## config.mk

```make
export PLATFORM = sky130hd
export DESIGN_NAME = hazard_stall_ctrl
export DESIGN_NICKNAME = d
export VERILOG_FILES = /design/src/rtl/hazard_stall_ctrl.sv
export SDC_FILE = /design/constraint.sdc
export NUM_CORES = 1
export LEC_CHECK = 0
export BUFFER_PORTS_ARGS = -buffer_cell sky130_fd_sc_hd__buf_2
export CELL_PAD_IN_SITES_DETAIL_PLACEMENT = 1
export CELL_PAD_IN_SITES_GLOBAL_PLACEMENT = 1
export CORE_MARGIN = 4
export CORE_UTILIZATION = 30
export DETAILED_ROUTE_END_ITERATION = 8
export HOLD_SLACK_MARGIN = 0.15
export PLACE_DENSITY_LB_ADDON = 0.1
export SLEW_MARGIN = 40
export SYNTH_ARGS = -nofsm -noshare
export SYNTH_HDL_FRONTEND = slang
export SYNTH_SLANG_ARGS = --single-unit
export TNS_END_PERCENT = 50
```

## constraint.sdc

```tcl
create_clock -name clk -period 2.6 [get_ports clk]
set_input_delay 0.26 -clock clk [delete_from_list [all_inputs] [get_ports clk]]
set_output_delay 0.26 -clock clk [all_outputs]
set_load 0.02 [all_outputs]
```

## src/rtl/hazard_stall_ctrl.sv

```systemverilog
// Pipeline hazard controller: load-use bubbles, branch flushes and data-memory wait
// freezing with a watchdog that latches a sticky timeout error.
module hazard_stall_ctrl #(
  parameter int MAX_WAIT = 15
) (
  input  logic        clk,
  input  logic        reset,
  input  logic        idex_memread,
  input  logic [4:0]  idex_rd,
  input  logic [4:0]  ifid_rs1,
  input  logic [4:0]  ifid_rs2,
  input  logic        exmem_memaccess,
  input  logic        dmem_ready,
  input  logic        branch_taken,
  output logic        pc_write,
  output logic        ifid_write,
  output logic        idex_bubble,
  output logic        ifid_flush,
  output logic        idex_flush,
  output logic        pipe_hold,
  output logic        dmem_req,
  output logic        mem_timeout,
  output logic [15:0] stall_cycles
);

  typedef enum logic [1:0] {
    RUN      = 2'd0,
    MEM_WAIT = 2'd1,
    ERROR    = 2'd2
  } state_t;

  localparam logic [7:0] MAX_WAIT_C = 8'(MAX_WAIT);

  state_t      state, state_nxt;
  logic [7:0]  wait_cnt, wait_cnt_nxt;
  logic        timeout_set;
  logic        mem_timeout_q;
  logic [15:0] stall_cycles_q;
  logic        load_use;
  logic        mem_stall;

  function automatic logic [15:0] sat_inc16(input logic [15:0] v);
    return (v == 16'hFFFF) ? v : v + 16'd1;
  endfunction

  assign load_use  = idex_memread && (idex_rd != 5'd0) &&
                     ((idex_rd == ifid_rs1) || (idex_rd == ifid_rs2));
  assign mem_stall = exmem_memaccess && !dmem_ready;

  // state register and counters
  always_ff @(posedge clk or posedge reset) begin
    if (reset) begin
      state          <= RUN;
      wait_cnt       <= 8'd0;
      mem_timeout_q  <= 1'b0;
      stall_cycles_q <= 16'd0;
    end else begin
      state    <= state_nxt;
      wait_cnt <= wait_cnt_nxt;
      if (timeout_set)
        mem_timeout_q <= 1'b1;
      if (!pc_write)
        stall_cycles_q <= sat_inc16(stall_cycles_q);
    end
  end

  // next-state logic
  always_comb begin
    state_nxt    = state;
    wait_cnt_nxt = wait_cnt;
    timeout_set  = 1'b0;
    case (state)
      RUN: begin
        if (mem_stall) begin
          state_nxt    = MEM_WAIT;
          wait_cnt_nxt = 8'd1;
        end
      end
      MEM_WAIT: begin
        if (dmem_ready) begin
          state_nxt    = RUN;
          wait_cnt_nxt = 8'd0;
        end else if (wait_cnt < MAX_WAIT_C) begin
          wait_cnt_nxt = wait_cnt + 8'd1;
        end else begin
          state_nxt   = ERROR;
          timeout_set = 1'b1;
        end
      end
      ERROR:   state_nxt = ERROR;
      default: state_nxt = RUN;
    endcase
  end

  // output decode
  always_comb begin
    pc_write    = 1'b1;
    ifid_write  = 1'b1;
    idex_bubble = 1'b0;
    ifid_flush  = 1'b0;
    idex_flush  = 1'b0;
    pipe_hold   = 1'b0;
    dmem_req    = 1'b0;
    if (reset) begin
      pc_write   = 1'b0;
      ifid_write = 1'b0;
    end else begin
      case (state)
        RUN, MEM_WAIT: begin
          if ((state == RUN && mem_stall) || (state == MEM_WAIT && !dmem_ready)) begin
            pc_write   = 1'b0;
            ifid_write = 1'b0;
            pipe_hold  = 1'b1;
            dmem_req   = 1'b1;
          end else begin
            // the completing access still owns the memory port this cycle
            dmem_req = (state == MEM_WAIT);
            if (branch_taken) begin
              ifid_flush = 1'b1;
              idex_flush = 1'b1;
            end else if (load_use) begin
              pc_write    = 1'b0;
              ifid_write  = 1'b0;
              idex_bubble = 1'b1;
            end
          end
        end
        ERROR: begin
          pc_write   = 1'b0;
          ifid_write = 1'b0;
          pipe_hold  = 1'b1;
        end
        default: begin
          pc_write   = 1'b0;
          ifid_write = 1'b0;
        end
      endcase
    end
  end

  assign mem_timeout  = mem_timeout_q;
  assign stall_cycles = stall_cycles_q;

endmodule

```

==> impl_results.md <==
- Outcome: finished, final reports clean
- Critical path type: reg2out
- Antenna violations before repair: 0
- Hold Vio Cnt, Final: 0
- Crit. Startpoint: state[0]
- First-pass GRT wire length: slightly below 7000 µm
- Gr busiest metal: met2
- Port Buffers: between 40 and 50
- Post-CTS resize count: 0
- Via/cell ratio: around 4.9
- Clk buf depth: 2
- HP Start: dmem_ready
- DRC: 0
- Worst skew pair latency: roughly 0.27 ns
- Synth Register Bits: 27
- Global route total overflow: 0
- Max Clk Rate: ~440 MHz
- Placer Congestion: 0.7765
- Met1 Track Usage GR: 16.44%
- Die area: around 0.0064 mm²
- IO Pins: 45
- Worst Tran Pin Value: roughly 0.49 ns
- Cell mode on critical path: nor2_1
- Net Sw Power: 464.5 µW
- Crit-path cells: nor2_1, nor2_1, nor3_1, a21boi_4, buf_2
- Relative slew margins: between 60% and 70%
- Final Setup Violations: 0
- Area growth syn-to-layout: 21.11%
- Sw Share: about 38%
- MaxCap Viol Count: 0
- WP depth: 5
- Worst path buffer plus inverter count: 1
- Non-filler instance count after layout: ~280
- Hold-critical path depth: 2
- Top delay family on crit path: compound AO/OA/AOI/OAI gates
- Fin Setup TNS: 0 ns
- Dpl cells: ~270
- Pwr Density: about 650 mW/mm²
- Pre-CTS WS: about 0.44 ns
- CP Data Required Time: between 2 and 2.5 ns
- Hpwl dp: between 3000 and 4000 µm
- Synth warn: 0
- Final Cycle Share: roughly 87%
- Clock Root Buffer: clkbuf_8
- Combinational Power Share: about a third
- Clock Skew: approximately 0.0021 ns
- Most common cell after layout, fill and taps aside: buf_2
- Core Rows: 25
- Final ANT Viol Nets: 0
- Worst EP arrival: about 2.0 ns
- CTS H-tree lvls: 1
- Syn Inst Count: around 170
- Final Util: between 30% and 40%
- Critical Path Sink Type: output pin
- WL per Instance: approximately 14 µm
- Register area share after synthesis: a little over two fifths
- Startpoint types: register
- Reg2reg start: stall_cycles[0]
- Post-DP Area: about 0.0018 mm²
- Worst-path clk slew: about 0.09 ns
- Die Width: approximately 80 µm
- Final instance area: 0.001888 mm²
- Vias: 1,366
- Slew Viols, Final: 0
- GR Util met3: 3.139%
- Core ar.: 0.004880 mm²
- CTS Buf Count: 3
- Clock Sinks: 27
- RSZ-0062 raised after global routing: no
- Syn Nets: 189
- Crit path time final: around 2.3 ns
- TritonCTS clock tree: done
- Max incr delay on CP: 0.51 ns
- Most frequent cells in the layout: buf_2, dfrtp_1, nand2_1
- Crit-path max FO: 19
- Initial Util: a little under a third
- Mapped Area: roughly 0.0016 mm²
- Min-delay worst type: in2reg
- Asr flop ratio synth: 100.0%
- Synth unique cells: between 40 and 50
- Leakage power: slightly below 0.9 nW
- Final-stage net count: roughly 230
- Drt first pass iters: 4
- Worst vdd ir: 457.0 µV
- Largest net degree at the start of global routing: 28
- WL final: approximately 4000 µm
- M2 GR Usage: 23.01%
- N_diodes: 0
- Vias in the first global route: ~1,400
- P_int: roughly 760 µW
- Top_reg_cell synth: dfrtp_1
- Layout cells sized above 1: between 20% and 30%
- Reg2Reg Depth: 6
- Die height: roughly 80 µm
- All-Layer GR Usage: about an eighth
- Syn avg cell area: 9.392 µm²
- # Post-CTS Setup Buffers: 0
- Cts hold-fix bufs: 1
- Clock Power Share: between 10% and 20%
- DR iter-0 viols: 18
- Sequential Power Share: between 40 and 50%
- Number of flops mapped to enable cells by yosys: 0
- Crit-path slowest cell: a21boi_4
- Setup ws final: roughly 0.34 ns
final cells by class:
cell class / count / area [µm²]
inverter: 6 / 22.52
multi-input combinational: 127 / 822.0
tap: 67 / 83.83
clock inverter: 1 / 5.005
sequential: 27 / 675.6
clock buffer: 3 / 41.29
fill: 613 / 2992
timing repair buffer: 46 / 237.7
registers in the layout, summed over array words and instances, names as in the netlist:
signal,cells
stall_cycles,16
wait_cnt,8
state,2
mem_timeout,1
worst register-to-register path: cells and delay by family (launching register included):
| family | cells | cell delay (ns) |
|---|---|---|
| and+or+nand+nor | 4 | 1.01 |
| DFF | 1 | 0.46 |
| muxes | 1 | 0.31 |
| adders and majority gates | 1 | 0.22 |
metrics by stage:
step	power, mW	hold slack [ns]
floorplan	0.8441	0.3127
global placement	0.9873	0.3774
detailed placement	1.001	0.3886
CTS	1.251	0.2261
global route	1.322	0.2387
finish	1.228	0.2406
cell usage after synthesis, types with 2 or more instances:
cell	count	area share [%]
dfrtp_1	27	43
nand2_1	23	5.5
nor2_1	13	3.1
xnor2_1	11	6.2
nand3_1	9	2.9
xor2_1	9	5.1
nor3_1	8	2.6
inv_1	6	1.4
nor4_1	5	2.0
a21oi_1	4	1.3
and3_1	4	1.6
mux2_1	4	2.9
nand4_1	4	1.6
or4_1	3	1.4
and2_1	2	0.80
buf_4	2	0.96
clkbuf_1	2	0.48
ha_1	2	1.6
nor2_2	2	0.80
nor2b_1	2	0.80
o21ai_0	2	0.64
or3_1	2	0.80
cell families after synthesis:
kind of cell	Yosys count	synth area share (%)
buf+inv	12	3.932
xor+xnor	20	11.24
simple gates	85	28.17
flops	27	43.34
compound gates	15	7.866
fa+ha+maj	2	1.605
mux	5	3.852
per-layer routing:
metal | up-vias | share of wire [%]
li1 | 665 | -
met1 | 680 | 44
met2 | 19 | 53
met3 | 2 | 2.8
met4 | 0 | 0.43
met5 | - | 0
power by group through the flow:
stage / Sequential, mW / Clock, mW / Combinational, mW
floorplan: 0.675 / 0 / 0.169
global placement: 0.603 / 0 / 0.384
detailed placement: 0.611 / 0 / 0.390
CTS: 0.604 / 0.254 / 0.393
global route: 0.623 / 0.275 / 0.424
finish: 0.604 / 0.237 / 0.386
worst paths after layout:
| check | end | slack, ns |
|---|---|---|
| max in group asynchronous | stall_cycles[8] | 1.72 |
| hold reg to reg | mem_timeout | 0.47 |
| min in group asynchronous | wait_cnt[0] | 0.62 |
| setup reg to reg | stall_cycles[1] | 0.49 |
| hold / removal | state[0] | 0.24 |
| setup / recovery | ifid_write | 0.34 |
Power figures use the tool's default switching activity.
